### src/rtl/deser_pkg.sv
// Shared types and helpers for the port2 deserializer.
// Used by port2_deserializer; parity framing is selected there via DESER_PARITY_EN.
package deser_pkg;

   typedef enum logic {IDLE, SHIFT} state_t;

   // Bits needed to count 0..n-1 (never less than one).
   function automatic int unsigned cnt_width(input int unsigned n);
      return (n <= 2) ? 1 : $clog2(n);
   endfunction

   function automatic logic [31:0] sat_inc(input logic [31:0] value,
                                           input logic [31:0] max);
      return (value == max) ? value : value + 32'd1;
   endfunction

endpackage

### src/rtl/deser_fifo.sv
// Word buffer for the deserializer: circular storage with an extra pointer bit
// to tell full from empty. Head reads as zero while empty.
module deser_fifo #(
   parameter int unsigned WIDTH = 8,
   parameter int unsigned DEPTH = 4
) (
   input  logic             clk,
   input  logic             rst,
   input  logic             push,
   input  logic [WIDTH-1:0] push_data,
   input  logic             pop,
   output logic [WIDTH-1:0] head,
   output logic             full,
   output logic             empty
);

   localparam int unsigned AW = $clog2(DEPTH);

   logic [AW:0]      wr_ptr;
   logic [AW:0]      rd_ptr;
   logic [WIDTH-1:0] mem [DEPTH];
   logic             wr_en;
   logic             rd_en;

   assign empty = (wr_ptr == rd_ptr);
   assign full  = (wr_ptr[AW] != rd_ptr[AW]) && (wr_ptr[AW-1:0] == rd_ptr[AW-1:0]);

   // A push into a full buffer is taken only when a pop frees the slot on the same edge.
   assign rd_en = pop & ~empty;
   assign wr_en = push & (~full | rd_en);

   assign head = empty ? '0 : mem[rd_ptr[AW-1:0]];

   always_ff @(posedge clk) begin
      if (rst) begin
         wr_ptr <= '0;
         rd_ptr <= '0;
      end else begin
         if (wr_en) begin
            mem[wr_ptr[AW-1:0]] <= push_data;
            wr_ptr              <= wr_ptr + 1'b1;
         end
         if (rd_en) begin
            rd_ptr <= rd_ptr + 1'b1;
         end
      end
   end

endmodule

### src/rtl/port2_deserializer.sv
// Serial-to-word deserializer (LSB first, sync-framed) feeding a small FIFO.
// Define DESER_PARITY_EN for a trailing even-parity bit per frame and par_err_cnt.
module port2_deserializer
   import deser_pkg::*;
#(
   parameter int unsigned WORD_W     = 8,
   parameter int unsigned FIFO_DEPTH = 4,
   parameter int unsigned OVF_W      = 8
) (
   input  logic              clk1,
   input  logic              rst,
   input  logic              bit_in,
   input  logic              bit_valid,
   input  logic              frame_sync,
   output logic [WORD_W-1:0] word_out,
   output logic              word_valid,
   input  logic              word_ready,
   output logic              fifo_full,
   output logic [OVF_W-1:0]  ovf_cnt
`ifdef DESER_PARITY_EN
   ,
   output logic [OVF_W-1:0]  par_err_cnt
`endif
);

`ifdef DESER_PARITY_EN
   localparam int unsigned FRAME_W = WORD_W + 1;
`else
   localparam int unsigned FRAME_W = WORD_W;
`endif
   localparam int unsigned CW = cnt_width(FRAME_W);
   localparam logic [CW-1:0]    LAST_IDX = CW'(FRAME_W - 1);
   localparam logic [OVF_W-1:0] CNT_MAX  = '1;

   state_t            state, state_n;
   logic [CW-1:0]     cnt, cnt_n;
   logic [WORD_W-1:0] shift, shift_n;
   logic              frame_done;
   logic              par_ok;
   logic              push;
   logic              drop;
   logic              empty;
   logic [OVF_W-1:0]  ovf_q;

   always_ff @(posedge clk1) begin
      if (rst) begin
         state <= IDLE;
         cnt   <= '0;
         shift <= '0;
      end else begin
         state <= state_n;
         cnt   <= cnt_n;
         shift <= shift_n;
      end
   end

   // shift_n already carries the current bit, so it doubles as the completed word.
   always_comb begin
      state_n    = state;
      cnt_n      = cnt;
      shift_n    = shift;
      frame_done = 1'b0;
      if (bit_valid) begin
         if (frame_sync) begin
            shift_n    = '0;
            shift_n[0] = bit_in;
            cnt_n      = CW'(1);
            state_n    = SHIFT;
         end else if (state == SHIFT) begin
            for (int unsigned i = 0; i < WORD_W; i++) begin
               if (cnt == CW'(i)) shift_n[i] = bit_in;
            end
            if (cnt == LAST_IDX) begin
               frame_done = 1'b1;
               cnt_n      = '0;
               state_n    = IDLE;
            end else begin
               cnt_n = cnt + CW'(1);
            end
         end
      end
   end

`ifdef DESER_PARITY_EN
   // The parity bit never lands in the shift register; it is checked against the data bits.
   assign par_ok = ((^shift) == bit_in);
`else
   assign par_ok = 1'b1;
`endif

   assign push = frame_done & par_ok;
   assign drop = push & fifo_full & ~word_ready;

   deser_fifo #(
      .WIDTH (WORD_W),
      .DEPTH (FIFO_DEPTH)
   ) u_fifo (
      .clk       (clk1),
      .rst       (rst),
      .push      (push),
      .push_data (shift_n),
      .pop       (word_ready),
      .head      (word_out),
      .full      (fifo_full),
      .empty     (empty)
   );

   assign word_valid = ~empty;

   always_ff @(posedge clk1) begin
      if (rst) begin
         ovf_q <= '0;
      end else if (drop) begin
         ovf_q <= OVF_W'(sat_inc(32'(ovf_q), 32'(CNT_MAX)));
      end
   end

   assign ovf_cnt = ovf_q;

`ifdef DESER_PARITY_EN
   logic [OVF_W-1:0] par_q;

   always_ff @(posedge clk1) begin
      if (rst) begin
         par_q <= '0;
      end else if (frame_done && !par_ok) begin
         par_q <= OVF_W'(sat_inc(32'(par_q), 32'(CNT_MAX)));
      end
   end

   assign par_err_cnt = par_q;
`endif

endmodule

### config.mk
export PLATFORM = sky130hd
export DESIGN_NAME = port2_deserializer
export DESIGN_NICKNAME = d
export VERILOG_FILES = /design/src/rtl/deser_pkg.sv /design/src/rtl/deser_fifo.sv /design/src/rtl/port2_deserializer.sv
export SDC_FILE = /design/constraint.sdc
export NUM_CORES = 1
export LEC_CHECK = 0
export ABC_AREA = 1
export BUFFER_PORTS_ARGS = -buffer_cell sky130_fd_sc_hd__buf_2
export CAP_MARGIN = 20
export CORE_MARGIN = 1.5
export CORE_UTILIZATION = 59
export DETAILED_ROUTE_END_ITERATION = 10
export GPL_TIMING_DRIVEN = 0
export PLACE_DENSITY = 0.79
export SETUP_SLACK_MARGIN = 0.15
export SYNTH_ARGS = -nofsm -noshare
export SYNTH_HDL_FRONTEND = slang
export SYNTH_SLANG_ARGS = --single-unit
### constraint.sdc
create_clock -name clk1 -period 2.14 [get_ports clk1]
set_input_delay 0.428 -clock clk1 [delete_from_list [all_inputs] [get_ports clk1]]
set_output_delay 0.428 -clock clk1 [all_outputs]
set_load 0.005 [all_outputs]
# Word level (Yosys, flattened, before mapping)
# Memories as Yosys holds them, arrays and structs flattened. A register that Yosys moved wholly into a read port is not among the register bits.
# Index checks and enable logic that the tools add are counted.
# totals
reg_bits	26
ramBits	32
input_bits	6
out_inout_bits	18
mem_count	1
# classes
n_addsub	4
eq_ne	11
n_mux	27
n_bitwise	9
reduce_logical	5
# mem_list
name	depth	width	read_ports	rd_clocked_by_memory_dff	write_ports	line	rtl
u_fifo.mem	4	8	1	1	1	deser_fifo.sv:21	logic [WIDTH-1:0] mem [DEPTH];
# op_table
cell	n
$mux 8	4
$mux 1	18
$eq 3x3->1 const B	4
$add 3x1->3 const B	3
$mux 3	3
$add 8x1->8 const B	1
$eq 8x8->1 const B	1
$eq 3x2->1 const B	2
$and 1x1->1	4
$mux 2	2
$not 1->1	4
$reduce_and 2->1	2
$eq 3x1->1 const B	1
$eq 3x3->1	1
$logic_not 3->1	1
$eq 2x2->1	1
$reduce_bool 2->1	1
$logic_and 1x1->1	1
$ne 1x1->1	1
$or 1x1->1	1

# Logic depth before layout (Yosys ltp)
# Gate-level depths: netlist (run 1).
# depth
word_depth	9
ltp_mapped	10
ltp_nobuf	10

# Cells and area by module
# From an unflattened synthesis (run 1), not the netlist that was laid out.
# unflattened
hier_cells	336
hier_area_um2	3017.9
# modules_own_cells
module	n_inst	cells_each	area_each_um2
deser_fifo	1	157	1809.2
port2_deserializer	1	179	1208.7

# Least setup slack after synthesis (run 1)
# No wires, ideal clock.
# synth_timing
path_type	reg-to-reg
startpoint	reg cnt[0]
endpoint	mem u_fifo.mem[0][0], enable pin
setup_ps	371
arrival_time_ps	1528
path_slack_ps	241
path_stages_with_launch	9
n_path_buf	0
period_less_slack_ps	1899
cell_sequence	dfxtp_1 ha_1 ha_1 nand3_2 nor2_4 nand2_2 inv_2 nand2_2 nor2_1
# synth_via
elab_chain_cells	9
# synth_lines
item	line	rtl
from (decl)	port2_deserializer.sv:36	logic [CW-1:0] cnt, cnt_n;
from (signal assigned)	port2_deserializer.sv:52	cnt <= cnt_n;
$eq 3x3->1	port2_deserializer.sv:73	if (cnt == LAST_IDX) begin
$mux 1	port2_deserializer.sv:73	
$mux 1	port2_deserializer.sv:69	end else if (state == SHIFT) begin
$mux 1	port2_deserializer.sv:64	if (frame_sync) begin
$mux 1	port2_deserializer.sv:63	if (bit_valid) begin
$and 1x1->1	deser_fifo.sv:30	assign wr_en = push & (~full | rd_en);
$mux 1	deser_fifo.sv:39	if (wr_en) begin
$mux 1	deser_fifo.sv:35	if (rst) begin
$mux 1 (implied by the code)	deser_fifo.sv:40	mem[wr_ptr[AW-1:0]] <= push_data;
to (decl)	deser_fifo.sv:21	
# Every way passes these cells.

# Worst setup path after layout (run 1)
# layout_timing
startpoint	reg u_fifo.rd_ptr[1]
endpoint	out word_out[1]
# layout_via
elab_chain_cells	2
# layout_lines
item	line	rtl
from (decl)	deser_fifo.sv:20	logic [AW:0] rd_ptr;
from (signal assigned)	deser_fifo.sv:44	rd_ptr <= rd_ptr + 1'b1;
$eq 3x3->1	deser_fifo.sv:25	assign empty = (wr_ptr == rd_ptr);
$mux 8	deser_fifo.sv:32	assign head = empty ? '0 : mem[rd_ptr[AW-1:0]];
to (decl)	port2_deserializer.sv:15	output logic [WORD_W-1:0] word_out,
# Every way passes these cells.

==> results of run 1 <==
[registers in the layout (all words and copies together) (netlist names), named ones only]
register / flops
u_fifo.rd_ptr: 3
ovf_cnt: 8
state: 1
u_fifo.mem: 32
cnt: 3
u_fifo.wr_ptr: 3
shift: 8
[logic make-up (layout without fill, tap and decap cells)]
family	count (synthesis)	count (layout)	share of synthesized area [%]
XOR/XNOR	4	4	1.18
AND/OR/NAND/NOR	166	166	24.9
AO/OA/AOI/OAI	43	43	9.05
buffers and inverters	62	109	8.67
flip-flops	60	60	51.2
adder cells (fa/ha/maj)	12	12	5.05
[routing by layer]
| metal | global-route usage [%] | share of wire, % | vias to the layer above |
|---|---|---|---|
| met1 | 31.7 | 42 | 1143 |
| met5 | 0 | 0 | - |
| li1 | - | - | 1223 |
| met4 | 10.5 | 1.9 | 0 |
| met3 | 4.47 | 5.0 | 12 |
| met2 | 42.8 | 51 | 71 |
[stage by stage]
stage               setup slack, ns  hold WS [ns]
finish                        0.162         0.329
global route                 0.0742         0.336
CTS                        -0.00587         0.331
detailed placement           -0.167         0.483
global placement             -0.112         0.475
floorplan                     0.241         0.460
[cell type report]
cell class                 count  area share [%]
tap                           67            2.31
inverter                      52            5.56
multi-input combinational    225            36.3
sequential                    60            42.5
timing repair buffer          31            4.93
buffer                        10            2.38
clock buffer                  12            4.00
clock inverter                 4            2.00
[cell usage after synthesis, drive strengths merged]
cell     n  share of area [%]
a211oi   1               0.25
a21oi   13                2.3
a31oi    2               0.42
and2     1               0.21
buf      6                1.6
clkbuf   4               0.50
dfxtp   28                 19
edfxtp  32                 32
ha      12                5.0
inv     52                6.6
nand2   70                9.3
nand3   17                3.4
nand3b   1               0.25
nand4    7                2.0
nor2    69                9.5
nor4     1               0.21
o211ai   6                1.5
o21ai   13                2.2
o32ai    8                2.4
xnor2    1               0.29
xor2     3               0.88
[worst min-delay path by stage]
stage / startpoint / end / slack (ns) / cells after the start
after floorplan: shift[1]$_SDFF_PP0_ / shift[1]$_SDFF_PP0_ / 0.46 / 2
after global placement: shift[4]$_SDFF_PP0_ / shift[4]$_SDFF_PP0_ / 0.48 / 2
after detailed placement: shift[2]$_SDFF_PP0_ / shift[2]$_SDFF_PP0_ / 0.48 / 2
after CTS: rst / shift[1]$_SDFF_PP0_ / 0.33 / 2
after global routing: rst / cnt[0]$_SDFFE_PP0P_ / 0.34 / 2
final: rst / cnt[0]$_SDFFE_PP0P_ / 0.33 / 2
[power breakdown]
group | switching [mW] | internal [mW]
clock | 0.453 | 0.686
sequential | 0.0183 | 1.22
combinational | 0.165 | 0.120
[cell usage in the layout, fill, tap and decap left out, types with 6 or more instances in the layout]
cell	Yosys	routed
a21oi_1	12	12
edfxtp_1	32	32
buf_2	2	23
clkbuf_8	0	10
nor2_4	3	8
ha_1	12	10
nand2_1	64	64
o21ai_0	13	11
nand4_1	6	6
dfxtp_2	0	6
buf_4	2	8
nor2_1	65	57
o211ai_1	6	6
nand3_1	14	14
inv_1	49	47
dfxtp_1	28	19
[timing repair]
action,in CTS,in global routing
endpoints found under the setup margin,41,40
gates resized for setup,18,34
endpoints found under the hold margin,0,0
setup buffers,1,7
cloned,0,1
pin swaps,2,10
==> metrics, run 1 <==
status=finished, final reports clean; Chip Height=~74 microns; R2R Setup Slk=about 0.25 ns; area delta synth->final=21.9%; crit path kind=flip-flop to output pin; worst vdd ir=0.618 mV; I/O pin cnt=24; Die X=approximately 74 microns; Cell Pwr Density=~730 nW/um^2; core area=about 4800 sq um; Worst R2R Start=cnt[1]$_SDFFE_PP0P_; 1st-iter DRT viols=205; design area=3630 sq um; drt total wl=about 6500 microns; placed insts=436; Via density=about 5.3; Post-DRT Antenna Nets=0; Via Count=about 2400; Tmin final=between 1.5 and 2 ns; CTS Buffer Depth=2; P_leak=1.55 nW; number of fill cells in the layout=around 330; clk_skew=~0.008 ns; # Max-Cap Violations=0; Max Slew Vio Count=0; crit path capture type=output pin; CP Launch Type=flip-flop; Final Wtd Congestion=between 0.8 and 0.9; final std cells w/o fill=approximately 460; Post-Synthesis Cell Area=2970 sq um; worst r2r path cells=8; reg2reg end=u_fifo.mem[0][7]$_DFFE_PP_; GRT overflow=0; Fin. Hold Viols=0; Crit path depth=9; WL per Instance=roughly 14 microns; diode count=0; CTS buffer count=9; first-pass GRT wire length=around 10000 microns; CP peak stage delay=about 0.37 ns; detailed placer's ending HPWL=~4000 microns; GRT Total Usage=about a quarter; Die Area=between 5000 and 6000 sq um; antenna violations before repair=0; # rows=25; Bufs and invs on worst path=4; placed cell area=roughly 3200 sq um; overall power=~2.7 mW; worst setup path endpoint=word_out[1]; Fmax=0.506 GHz; syn_nets=365; fin nets=approximately 400; CTS H-Tree Depth=3; DRC Markers=0; Cells after Synth=347; detailed-router iteration count before antenna repair=5; vias in the first global route=around 2200; CTS tree=yes; hold crit path type=primary input to flip-flop; RSZ-0062 raised after global routing=true; register area=roughly 1500 sq um; CTS sink cnt=60; yosys warns=0; Layout Utilization=75.8%; CP max stage cell=dfxtp_2; Final Cycle Share=~92%; Crit Path Max Fanout=10; CTS root buf=clkbuf_8; Final Setup Violations=0; cell repeated most along the worst path=nand2_1; critical path cell sequence=inv_2 > nand2_1 > nand2_1 > nor2_4 > nand2_4 > buf_8 > nand2_1 > inv_1 > buf_2; distinct cell type count after synthesis=30; total negative slack=0 ns; CTS Hold Buffers Added=0; footprint of the multi-input gates=roughly 1300 sq um; share of cells above drive strength 1=24.6%; max_slew headroom=55.7%; Worst-Skew Late Latency=between 0.3 and 0.4 ns; number of synthesized register bits=60; Data arrival, critical path=between 1.5 and 2 ns; IO buf count=22; register area share after synthesis=about half; largest net degree at the start of global routing=11; Slew @ Worst Pin=around 0.66 ns; Starting Density=between 60% and 70%; CP top delay family=simple AND/OR/NAND/NOR gates; Worst Path Required=~1.7 ns; Post-Syn Area per Cell=8.57 sq um; clock-pin slew on the worst setup and hold paths=roughly 0.070 ns; Worst setup startpoint=u_fifo.rd_ptr[1]$_SDFFE_PP0N_
Note: power is estimated with default switching activity, not from simulation.
==> run 2, diff against run 1 <==
==> constraint.sdc (replaced) <==
create_clock -name clk1 -period 1.9 [get_ports clk1]
set_input_delay 0.38 -clock clk1 [delete_from_list [all_inputs] [get_ports clk1]]
set_output_delay 0.38 -clock clk1 [all_outputs]
set_load 0.005 [all_outputs]
==> metrics, run 2 (synthesis results as in run 1) <==
detailed placer's ending HPWL=~4000 microns; Seq pwr share=45.6%; Via density=5.22; Worst Path Required=around 1.5 ns; crit path kind=flip-flop to output pin; Post-DRT Antenna Nets=0; I/O pin cnt=24; part of the power in the clock network=around 43%; Max Slew Vio Count=0; GRT Total Usage=26.3%; vias in the first global route=~2300; Die X=about 74 microns; Slew @ Worst Pin=0.651 ns; Worst-Skew Late Latency=between 0.3 and 0.4 ns; Cell Pwr Density=between 700 and 800 nW/um^2; WL per Instance=14.9 microns; Via Count=2479; CTS H-Tree Depth=3; max_slew headroom=a little under three fifths; total net switching power=about 740 uW; Crit Path Max Fanout=10; switching share of power=approximately 24%; core area=~4800 sq um; register area=1550 sq um; P_leak=between 1.5 and 2 nW; Worst R2R Start=u_fifo.rd_ptr[0]$_SDFFE_PP0N_; Fin. Hold Viols=0; violated checks=setup timing; Tmin final=1.99 ns; DRC Markers=0; Final Cycle Share=104%; 1st-iter DRT viols=207; crit path capture type=output pin; commonest cells after routing, fill and taps aside=60 x nand2_1, 58 x nor2_1, 46 x inv_1; GRT overflow=0; Die Area=5480 sq um; total negative slack=-0.126 ns; CP Launch Type=flip-flop; Combinational Power Share=11.9%; Fmax=0.504 GHz; fin nets=approximately 420; CTS buffer count=9; share of cells above drive strength 1=approximately 28%; CTS tree=yes; worst vdd ir=between 0.7 and 0.8 mV; first-pass GRT wire length=about 11000 microns; hold crit path type=primary input to flip-flop; Final Wtd Congestion=0.823; clk_skew=0.0133 ns; clock-pin slew on the worst setup and hold paths=roughly 0.070 ns; number of fill cells in the layout=a little under 300; Starting Density=between 60% and 70%; RSZ-0062 raised after global routing=true; # rows=25; antenna violations before repair=0; internal power=between 2 and 2.5 mW; # Max-Cap Violations=0; CTS Buffer Depth=2; CTS sink cnt=60; max reg flops=32; Layout Utilization=between 80% and 90%; status=finished, violations left; placed insts=roughly 440; Chip Height=approximately 74 microns; most common cell after layout, fill and taps aside=nand2_1; Data arrival, critical path=1.61 ns; final std cells w/o fill=475; drt total wl=around 7100 microns; detailed-router iteration count before antenna repair=4; IO buf count=22; largest net degree at the start of global routing=11; diode count=0; Final Setup Violations=3; min-delay src=rst; Final Worst Setup Slack=-0.0850 ns; footprint of the multi-input gates=1360 sq um; CTS root buf=clkbuf_8; area delta synth->final=29.1%
-- run 2: changes by cell type in the layout (fill, tap and decap cells not counted), moves of 3 or more --
cell / before / now
buf_12: 0 / 3
buf_4: 8 / 18
buf_6: 5 / 9
nand2_1: 64 / 60
-- run 2: cell type report --
cell class	count	area share (%)
clock buffers	12	3.78
inverters	52	5.44
clock inverters	4	1.89
flip-flops and latches	60	40.3
plain buffers	10	2.05
repair buffers	45	8.90
multi-input cells	225	35.5
well taps	67	2.18
-- run 2: per-stage QoR --
| step | power, mW | hold WS [ns] | cell area, sq um | setup WS (ns) |
|---|---|---|---|---|
| floorplan | 1.58 | 0.449 | 2970 | 0.00110 |
| CTS | 2.97 | 0.276 | 3670 | 0.0135 |
| finish | 3.04 | 0.281 | 3840 | -0.0850 |
| global route | 3.12 | 0.293 | 3840 | -0.137 |
| detailed placement | 1.67 | 0.483 | 3170 | -0.407 |
| global placement | 1.66 | 0.475 | 3170 | -0.352 |
-- run 2: worst max-delay path: stages, from the launching register on --
cell and delay (ns):
dfxtp_2 0.32, buf_6 0.12, clkinvlp_4 0.10, buf_6 0.15
nor2_1 0.17, o32ai_2 0.12, nand2_1 0.10, inv_1 0.05
buf_2 0.12
-- run 2: metal layers --
| metal | vias to the layer above | global-route usage, % | wire length [microns] |
|---|---|---|---|
| met5 | - | 0 | 0 |
| met3 | 14 | 4.61 | 234 |
| met2 | 52 | 44.8 | 3660 |
| li1 | 1244 | - | - |
| met1 | 1169 | 33.2 | 3070 |
| met4 | 0 | 10.9 | 120 |
-- run 2: worst paths after layout --
check	to	slack, ns	cells past startpoint
setup / recovery	word_out[1]	-0.09	8
hold / removal	cnt[0]$_SDFFE_PP0P_	0.28	2
setup reg to reg	u_fifo.mem[3][5]$_DFFE_PP_	0.18	10
hold reg to reg	shift[2]$_SDFF_PP0_	0.49	2
-- run 2: repair_timing --
action / in CTS / in global routing
hold buffers: 0 / 0
setup endpoints to repair: 46 / 45
pin swaps: 9 / 11
gates resized for setup: 41 / 31
buffers inserted: 15 / 7
gates cloned: 0 / 1
-- run 2: power groups by stage --
stage	logic, mW	clock network, mW	registers, mW
after global routing	0.396	1.34	1.39
after global placement	0.244	0	1.41
after CTS	0.303	1.28	1.38
after detailed placement	0.253	0	1.41
final	0.362	1.29	1.39
after floorplan	0.171	0	1.41
